[src/rtl/countdown_timer.sv]
// Loadable down-counting timer: a prescaler divides the clock and each prescaler
// tick decrements the count; reaching zero pulses TC and either stops or reloads.
module countdown_timer #(
    parameter int WIDTH          = 8,
    parameter int PRESCALE_WIDTH = 22
) (
    input  logic             CLK,
    input  logic             RESET,
    input  logic             LOAD,
    input  logic [WIDTH-1:0] LOAD_VALUE,
    input  logic             CE,
    input  logic             AUTO_RELOAD,
    output logic [WIDTH-1:0] O,
    output logic             TC,
    output logic             ZERO,
    output logic             RUNNING
);

    typedef enum logic [1:0] {
        ST_IDLE,
        ST_RUNNING,
        ST_EXPIRED
    } state_t;

    localparam logic [PRESCALE_WIDTH-1:0] PS_ONE  = 1;
    localparam logic [WIDTH-1:0]          CNT_ONE = 1;

    state_t                    state_q;
    logic [PRESCALE_WIDTH-1:0] prescale_q;
    logic [WIDTH-1:0]          count_q;
    logic [WIDTH-1:0]          reload_q;
    logic                      tc_q;
    logic                      tick;

    assign tick = (state_q == ST_RUNNING) && CE && (prescale_q == '0);

    always_ff @(posedge CLK) begin
        // NOTE: sequential state uses non-blocking assignments only; the default
        // below is overridden later in the same block to make TC a one-cycle pulse.
        tc_q <= 1'b0;
        if (RESET) begin
            state_q    <= ST_IDLE;
            prescale_q <= '1;
            count_q    <= '0;
            reload_q   <= '0;
        end else if (LOAD) begin
            reload_q   <= LOAD_VALUE;
            count_q    <= LOAD_VALUE;
            prescale_q <= '1;
            state_q    <= (LOAD_VALUE != '0) ? ST_RUNNING : ST_EXPIRED;
        end else if ((state_q == ST_RUNNING) && CE) begin
            // Wrapping through zero restarts the period at all ones.
            prescale_q <= prescale_q - PS_ONE;
            if (tick) begin
                if (count_q > CNT_ONE) begin
                    count_q <= count_q - CNT_ONE;
                end else begin
                    tc_q <= 1'b1;
                    if (AUTO_RELOAD) begin
                        count_q <= reload_q;
                    end else begin
                        count_q <= '0;
                        state_q <= ST_EXPIRED;
                    end
                end
            end
        end
    end

    assign O       = count_q;
    assign TC      = tc_q;
    assign ZERO    = (state_q == ST_EXPIRED);
    assign RUNNING = (state_q == ST_RUNNING);

endmodule

[config.mk]
export PLATFORM = sky130hd
export DESIGN_NAME = countdown_timer
export DESIGN_NICKNAME = d
export VERILOG_FILES = /design/src/rtl/countdown_timer.sv
export SDC_FILE = /design/constraint.sdc
export NUM_CORES = 1
export LEC_CHECK = 0
export CAP_MARGIN = 20
export CORE_ASPECT_RATIO = 1.2
export CORE_MARGIN = 2
export CORE_UTILIZATION = 59
export DETAILED_ROUTE_END_ITERATION = 10
export PLACE_DENSITY = 0.84
export SLEW_MARGIN = 15
export SYNTH_ARGS = -nofsm -noshare
export SYNTH_HDL_FRONTEND = slang
export SYNTH_SLANG_ARGS = --single-unit
[constraint.sdc]
create_clock -name CLK -period 5.4 [get_ports CLK]
set_input_delay 1.08 -clock CLK [delete_from_list [all_inputs] [get_ports CLK]]
set_output_delay 1.08 -clock CLK [all_outputs]
set_load 0.02 [all_outputs]
==> tab_implementation.tex, run 1 <==
\begin{tabular}{lr}
\hline
Metric & Value \\
\hline
\multicolumn{2}{l}{\textbf{Run status}} \\
\quad Run status & complete, no violations \\
\multicolumn{2}{l}{\textbf{Critical path}} \\
\quad Source of the critical timing path & CE \\
\quad Reg2Reg Capture Point & state\_q[0]\$\_SDFFE\_PP0P\_ \\
\quad Worst-path fanout max & 11 \\
\quad R2R depth & 7 \\
\quad Startpoint of the lowest-slack register-to-register path & prescale\_q[0]\$\_SDFFE\_PP1P\_ \\
\quad Kind of start point of the critical path & input pin \\
\quad Category of the most critical setup path & in -> reg \\
\quad Worst Path Arrival & $\sim$3.9 ns \\
\quad R2r setup slk & roughly 2.4 ns \\
\quad CP endpoint kind & flop \\
\quad Required time reported for the critical path endpoint & $\sim$5.6 ns \\
\multicolumn{2}{l}{\textbf{Power}} \\
\quad Gate power share & 0.134 \\
\quad Clock share of power & 0.351 \\
\quad Sequential cell fraction of total power & 0.515 \\
\quad Total leakage power & 0.899 nW \\
\quad Fraction of power spent switching nets & 0.254 \\
\quad Sum of internal, switching and leakage power & between 0.6 and 0.7 mW \\
\quad Switching power total & about 0.16 mW \\
\quad Power density relative to cell area & between 200 and 300 mW/mm\^{}2 \\
\quad Peak VDD IR & about 0.25 mV \\
\quad Internal power contribution & between 0.4 and 0.5 mW \\
\multicolumn{2}{l}{\textbf{Synthesis}} \\
\quad Area share of the leading cell type in the synthesized netlist & 0.401 \\
\quad Number of enable flip-flop cells after synthesis & 0 \\
\quad Top flip-flop cell by instance count after synthesis & sky130\_fd\_sc\_hd\_\_dfxtp\_1 \\
\quad Cell type with the highest aggregate area in the netlist & sky130\_fd\_sc\_hd\_\_dfxtp\_1 \\
\quad Total nets after synthesis & $\sim$260 \\
\quad Async set or reset register ratio after synthesis & 0 \\
\quad Number of warnings issued by yosys & 0 \\
\quad Register bit count reported by yosys & 41 \\
\quad Number of instances in the synthesized netlist & approximately 250 \\
\quad Distinct cells, synth & 46 \\
\quad Post-Syn Area per Cell & 8.32 sq um \\
\quad Part of the Yosys area used for sequential elements & 0.401 \\
\quad Netlist area before placement & slightly above 0.002 sq mm \\
\quad Synth top area cells & sky130\_fd\_sc\_hd\_\_dfxtp\_1, sky130\_fd\_sc\_hd\_\_nand2\_1, sky130\_fd\_sc\_hd\_\_nor2\_1 \\
\multicolumn{2}{l}{\textbf{Final layout}} \\
\quad Share of post-route cells with drive strength above 1 & 0.0558 \\
\quad Filler cells & 266 \\
\quad Antenna diode instance count & 0 \\
\quad Area of all placed cells without fillers & 0.00240 sq mm \\
\quad Most common library cell in the layout ignoring fill and taps & sky130\_fd\_sc\_hd\_\_dfxtp\_1 \\
\quad Number of standard cells in the final layout excluding fillers & between 300 and 400 \\
\quad Final Core Density & 0.719 \\
\quad Synthesis-to-finish area growth & 17.3\% \\
\quad Most frequent cells in the layout & sky130\_fd\_sc\_hd\_\_dfxtp\_1, sky130\_fd\_sc\_hd\_\_nand2\_1, sky130\_fd\_sc\_hd\_\_nor2\_1 \\
\quad Count of nets after finishing & approximately 280 \\
\multicolumn{2}{l}{\textbf{Placed design}} \\
\quad Placement Setup Slack & roughly 1.4 ns \\
\quad Placed cell count & $\sim$300 \\
\quad Routability Congestion & roughly 0.95 \\
\quad IO Port Bufs & 23 \\
\quad Dpl cell area & about 0.0023 sq mm \\
\quad Total half-perimeter wirelength after legalization and detailed placement & 3.07 mm \\
\multicolumn{2}{l}{\textbf{CTS}} \\
\quad Number of buffers between clock root and the deepest sink & 2 \\
\quad Cts bufs inserted & 5 \\
\quad Setup Fix Bufs, Post-CTS & 0 \\
\quad Clock-pin slew of the registers on the worst-case setup and hold paths & $\sim$0.080 ns \\
\quad Count of hold buffers inserted by post-cts repair & 0 \\
\quad Number of H-tree levels & 2 \\
\quad Clock network latency to the later pin of the worst-skew pair & about 0.29 ns \\
\quad Number of clock sinks & slightly above 40 \\
\quad Clock tree from TritonCTS & done \\
\quad CTS resizes & 0 \\
\quad Root buffer cell & sky130\_fd\_sc\_hd\_\_clkbuf\_8 \\
\multicolumn{2}{l}{\textbf{Die}} \\
\quad Die Y & 68.5 um \\
\quad Number of core rows & 23 \\
\quad Core area & approximately 0.0033 sq mm \\
\quad Starting Density & 0.613 \\
\quad Die Outline Area & between 0.003 and 0.004 sq mm \\
\quad IO Pins & 24 \\
\quad Die width & around 58 um \\
\multicolumn{2}{l}{\textbf{Route}} \\
\quad DR WL/cell & 14.3 um \\
\quad DRT antenna net count & 0 \\
\quad Met3 wire length & between 200 and 250 um \\
\quad Via count of the routed design & 1,890 \\
\quad Count of routing violations after the opening detailed-route iteration & about 110 \\
\quad DRC violations left & 0 \\
\quad Routed WL & $\sim$4.4 mm \\
\quad Uppermost signal routing layer after detailed routing & met4 \\
\quad Wire length on met1 & about 1.9 mm \\
\quad Detailed-routed wire length on met2 & between 2 and 2.5 mm \\
\quad Number of detailed-route iterations in the first pass & 4 \\
\quad Number of vias per cell after detailed routing & just over 6 \\
\multicolumn{2}{l}{\textbf{Min path}} \\
\quad Hold depth & 2 \\
\quad End point of the most critical hold path & reload\_q[5]\$\_SDFFE\_PP0P\_ \\
\quad Classification of the worst-slack hold path & reg -> reg \\
\quad Startpoint of the most critical hold path & reload\_q[5]\$\_SDFFE\_PP0P\_ \\
\multicolumn{2}{l}{\textbf{GRT}} \\
\quad Number of antenna violations at the first check in global routing & 0 \\
\quad Leftover overflow at the end of global routing & 0 \\
\quad Overall global routing resource usage & 0.243 \\
\quad Maximum number of pins on one net before global-route repair & 30 \\
\quad Wire length of the first global-routing pass & $\sim$7.5 mm \\
\quad Via count of the first global-routing pass & between 1,500 and 2,000 \\
\multicolumn{2}{l}{\textbf{STA}} \\
\quad Worst hold slack across all endpoints & a little under 0.5 ns \\
\quad Worst setup slack after layout & 1.71 ns \\
\quad Worst setup skew after layout & between 0.006 and 0.007 ns \\
\quad Minimum period implied by the final worst setup slack & about 3.7 ns \\
\quad Total setup violations reported at the end of the flow & 0 \\
\quad Maximum clock frequency & about 0.27 GHz \\
\quad Ratio of final minimum period to clock period & 0.683 \\
\quad Slew of the pin with the lowest slew margin & approximately 0.84 ns \\
\quad Final Hold Vio Count & 0 \\
\quad Summed negative setup slack over all endpoints & 0 ns \\
\quad Setup repair after global routing missed its margin & no \\
\quad Relative max-transition margin & 0.439 \\
\quad Final Max Tran Viols & 0 \\
\multicolumn{2}{l}{\textbf{Flow run}} \\
\quad Max-cap violations & 0 \\
\hline
\end{tabular}
-- cells in the mapped netlist (2+ instances only) --
cell,instances
sky130_fd_sc_hd__o211ai_1,3
sky130_fd_sc_hd__nand4_1,3
sky130_fd_sc_hd__a41o_1,2
sky130_fd_sc_hd__nand3_1,11
sky130_fd_sc_hd__nor3_1,9
sky130_fd_sc_hd__or4_4,2
sky130_fd_sc_hd__inv_1,10
sky130_fd_sc_hd__o21ai_0,14
sky130_fd_sc_hd__a21oi_1,8
sky130_fd_sc_hd__nor2_1,26
sky130_fd_sc_hd__nand3b_1,3
sky130_fd_sc_hd__dfxtp_1,41
sky130_fd_sc_hd__nor2b_1,5
sky130_fd_sc_hd__a2111oi_0,2
sky130_fd_sc_hd__nor4_1,8
sky130_fd_sc_hd__mux2i_1,8
sky130_fd_sc_hd__a31oi_1,3
sky130_fd_sc_hd__ha_1,3
sky130_fd_sc_hd__o31ai_1,2
sky130_fd_sc_hd__or3_1,7
sky130_fd_sc_hd__nand2_1,28
sky130_fd_sc_hd__xor2_1,7
sky130_fd_sc_hd__or4_1,2
sky130_fd_sc_hd__and3_1,5
sky130_fd_sc_hd__xnor2_1,5
sky130_fd_sc_hd__clkbuf_1,8
sky130_fd_sc_hd__a32oi_1,2
-- critical path, stage by stage --
cell and delay [ns]:
sky130_fd_sc_hd__clkdlybuf4s50_1 0.47, sky130_fd_sc_hd__nand3b_1 0.33, sky130_fd_sc_hd__nor4_4 0.60, sky130_fd_sc_hd__nand4_1 0.50
sky130_fd_sc_hd__or4_4 0.64, sky130_fd_sc_hd__a41o_1 0.25
-- registers in the layout, summed over array words and instances, names as in the netlist --
name and flops:
TC 1, prescale_q 22, O 8, reload_q 8, state_q 2
-- how the worst max path moves through the flow --
stage,to,cells after the start
finish,state_q[0]$_SDFFE_PP0P_,6
global route,state_q[0]$_SDFFE_PP0P_,6
CTS,state_q[0]$_SDFFE_PP0P_,6
detailed placement,state_q[0]$_SDFFE_PP0P_,6
global placement,state_q[0]$_SDFFE_PP0P_,6
floorplan,prescale_q[19]$_SDFFE_PP1P_,6
-- power by group through the flow --
stage | clock network (mW) | logic (mW) | registers [mW]
6_report | 0.217 | 0.0830 | 0.318
5_1_grt | 0.232 | 0.0912 | 0.319
4_1_cts | 0.222 | 0.0821 | 0.318
3_5_place_dp | 0 | 0.0811 | 0.325
3_3_place_gp | 0 | 0.0806 | 0.325
2_1_floorplan | 0 | 0.0475 | 0.327
-- cells by family after synthesis --
kind of cell | synth area share
flops | 0.401
compound gates | 0.153
xor+xnor | 0.0514
mux | 0.0391
fa+ha+maj | 0.0184
simple gates | 0.300
buf+inv | 0.0373
-- area by class of cell --
type	count	area, sq um	area share
well taps	37	46.3	0.0193
flip-flops and latches	41	821	0.342
repair buffers	25	245	0.102
clock buffers	7	96.3	0.0401
multi-input cells	185	1150	0.479
clock inverters	1	5.00	0.00209
inverters	10	37.5	0.0156
-- layer usage --
metal	GRT usage	vias up
met5	0	-
met4	0.105	0
met3	0.0466	8
met2	0.445	63
met1	0.274	884
li1	-	935
No activity file was read; power rests on OpenSTA's default activity.
==> run 2, diff against run 1 <==
Settings changed: CORE_UTILIZATION 59 to 50, PLACE_DENSITY 0.84 to 0.75.
Clock period 5.4 ns to 3.1 ns, I/O delays scaled along.
==> tab_implementation.tex, run 2 (synthesis gave the netlist of run 1 again) <==
\begin{tabular}{lr}
\hline
Metric & Value \\
\hline
\multicolumn{2}{l}{\textbf{Run status}} \\
\quad Run status & complete, no violations \\
\multicolumn{2}{l}{\textbf{Final layout}} \\
\quad Most common library cell in the layout ignoring fill and taps & sky130\_fd\_sc\_hd\_\_dfxtp\_1 \\
\quad Final Core Density & 0.624 (-0.0948) \\
\quad Most frequent cells in the layout & sky130\_fd\_sc\_hd\_\_dfxtp\_1, sky130\_fd\_sc\_hd\_\_nand2\_1, sky130\_fd\_sc\_hd\_\_nor2\_1 \\
\quad Number of flip-flops under the largest register name & 22 (unchanged) \\
\quad Synthesis-to-finish area growth & 20.2\% \\
\quad Count of nets after finishing & 292 (+2.8\%) \\
\quad Antenna diode instance count & 0 (unchanged) \\
\quad Register name with the most flops & prescale\_q \\
\quad Share of post-route cells with drive strength above 1 & 0.0722 (+0.0164) \\
\multicolumn{2}{l}{\textbf{Placed design}} \\
\quad Total half-perimeter wirelength after legalization and detailed placement & 3.48 mm (+13\%) \\
\quad IO Port Bufs & 23 (unchanged) \\
\quad Routability Congestion & 0.958 (+0.96\%) \\
\multicolumn{2}{l}{\textbf{Flow run}} \\
\quad Max-cap violations & 0 (unchanged) \\
\multicolumn{2}{l}{\textbf{Route}} \\
\quad Via count of the routed design & 1,884 (-0.32\%) \\
\quad DRT antenna net count & 0 (unchanged) \\
\quad Routed WL & 4.71 mm (+7.4\%) \\
\quad DRC violations left & 0 (unchanged) \\
\quad DR WL/cell & 14.2 um (-0.72\%) \\
\quad Number of detailed-route iterations in the first pass & 4 (unchanged) \\
\quad Count of routing violations after the opening detailed-route iteration & 116 (+6.4\%) \\
\quad Number of vias per cell after detailed routing & 5.69 (-7.8\%) \\
\multicolumn{2}{l}{\textbf{CTS}} \\
\quad Number of clock sinks & 41 (unchanged) \\
\quad Number of H-tree levels & 2 (unchanged) \\
\quad Number of buffers between clock root and the deepest sink & 2 (unchanged) \\
\quad Count of hold buffers inserted by post-cts repair & 0 (unchanged) \\
\quad CTS resizes & 0 (unchanged) \\
\quad Clock-pin slew of the registers on the worst-case setup and hold paths & 0.08 ns (about the same) \\
\quad Root buffer cell & sky130\_fd\_sc\_hd\_\_clkbuf\_8 \\
\quad Setup Fix Bufs, Post-CTS & 0 (unchanged) \\
\quad Cts bufs inserted & 5 (unchanged) \\
\quad Clock network latency to the later pin of the worst-skew pair & 0.29 ns (about the same) \\
\quad Clock tree from TritonCTS & done \\
\multicolumn{2}{l}{\textbf{Critical path}} \\
\quad Required time reported for the critical path endpoint & 3.27 ns (-2.32 ns) \\
\quad Worst Path Arrival & 2.52 ns (-1.35 ns) \\
\quad Worst-path fanout max & 9 (-2) \\
\quad Category of the most critical setup path & reg -> reg \\
\quad CP endpoint kind & flop \\
\quad R2R depth & 8 (+1) \\
\quad Kind of start point of the critical path & flop \\
\multicolumn{2}{l}{\textbf{GRT}} \\
\quad Via count of the first global-routing pass & 1,767 (+0.51\%) \\
\quad Leftover overflow at the end of global routing & 0 (unchanged) \\
\quad Overall global routing resource usage & 0.215 (-0.0273) \\
\quad Maximum number of pins on one net before global-route repair & 12 (-60\%) \\
\quad Wire length of the first global-routing pass & 7.92 mm (+5.6\%) \\
\quad Number of antenna violations at the first check in global routing & 0 (unchanged) \\
\multicolumn{2}{l}{\textbf{Min path}} \\
\quad Hold depth & 2 (unchanged) \\
\quad Classification of the worst-slack hold path & reg -> reg \\
\multicolumn{2}{l}{\textbf{Power}} \\
\quad Sum of internal, switching and leakage power & 1.04 mW (+68\%) \\
\quad Peak VDD IR & 0.334 mV (+35\%) \\
\quad Total leakage power & 0.924 nW (+2.7\%) \\
\quad Power density relative to cell area & 422 mW/mm\^{}2 (+64\%) \\
\multicolumn{2}{l}{\textbf{STA}} \\
\quad Minimum period implied by the final worst setup slack & $\sim$2.3 ns \\
\quad Final Max Tran Viols & 0 (unchanged) \\
\quad Relative max-transition margin & 0.509 (+0.0696) \\
\quad Final Hold Vio Count & 0 (unchanged) \\
\quad Setup repair after global routing missed its margin & no \\
\quad Ratio of final minimum period to clock period & 0.756 \\
\quad Summed negative setup slack over all endpoints & 0 ns (unchanged) \\
\quad Total setup violations reported at the end of the flow & 0 (unchanged) \\
\quad Maximum clock frequency & $\sim$0.43 GHz \\
\quad Worst setup skew after layout & 0.00661 ns (-0.0000844 ns) \\
\quad Slew of the pin with the lowest slew margin & 0.734 ns (-0.105 ns) \\
\multicolumn{2}{l}{\textbf{Die}} \\
\quad Core area & 0.00394 sq mm (+18\%) \\
\quad Die Y & 74.1 um (+8.1\%) \\
\quad Starting Density & 0.519 (-0.0938) \\
\quad Number of core rows & 25 (+8.7\%) \\
\quad Die width & 62.4 um (+8.0\%) \\
\quad Die Outline Area & 0.00462 sq mm (+17\%) \\
\quad IO Pins & 24 (unchanged) \\
\hline
\end{tabular}
run 2: cell types whose count changed in the layout (fill, tap and decap cells not counted):
cell,change
sky130_fd_sc_hd__buf_4,+8
sky130_fd_sc_hd__clkbuf_1,+3
sky130_fd_sc_hd__clkbuf_8,-2
sky130_fd_sc_hd__clkinv_2,-1
run 2: worst paths after layout:
path | start | endpoint | slack (ns)
max | prescale_q[0]$_SDFFE_PP1P_ | O[6]$_SDFFE_PP0P_ | 0.76
min | reload_q[5]$_SDFFE_PP0P_ | reload_q[5]$_SDFFE_PP0P_ | 0.50
max reg2reg | prescale_q[0]$_SDFFE_PP1P_ | O[6]$_SDFFE_PP0P_ | 0.76
min reg2reg | reload_q[5]$_SDFFE_PP0P_ | reload_q[5]$_SDFFE_PP0P_ | 0.50
run 2: where the power goes:
group | switching, mW | internal (mW) | total [mW]
Clock | 0.175 | 0.160 | 0.335
Sequential | 0.0140 | 0.541 | 0.555
Combinational | 0.0835 | 0.0650 | 0.148
run 2: layout make-up:
| type | instances | area [sq um] |
|---|---|---|
| clock buffer | 8 | 80.1 |
| fill | 378 | 1480 |
| inverter | 10 | 37.5 |
| multi-input combinational | 185 | 1150 |
| sequential | 41 | 821 |
| tap | 54 | 67.6 |
| timing repair buffer | 33 | 305 |
run 2: per-stage QoR:
stage                     cells  hold WS (ns)  setup slack, ns  instance area, sq um
after global placement      323         0.474            0.549                  2380
final                       331         0.499            0.756                  2460
after CTS                   331         0.503            0.768                  2460
after global routing        331         0.530            0.575                  2460
after floorplan             246         0.460            0.801                  2050
after detailed placement    323         0.484            0.490                  2380
run 2: per-layer routing:
layer  share of wire  GRT usage
met1            0.44      0.258
met4           0.022      0.106
met2            0.50      0.384
met3           0.047     0.0333
met5               0          0
run 2: critical path: stages (launching register included):
cell and delay [ns]:
sky130_fd_sc_hd__dfxtp_1 0.31, sky130_fd_sc_hd__inv_1 0.09, sky130_fd_sc_hd__ha_1 0.16, sky130_fd_sc_hd__or3b_1 0.44
sky130_fd_sc_hd__nor4_4 0.27, sky130_fd_sc_hd__buf_4 0.20, sky130_fd_sc_hd__and4_1 0.34, sky130_fd_sc_hd__a31oi_1 0.12
sky130_fd_sc_hd__a2111oi_0 0.30
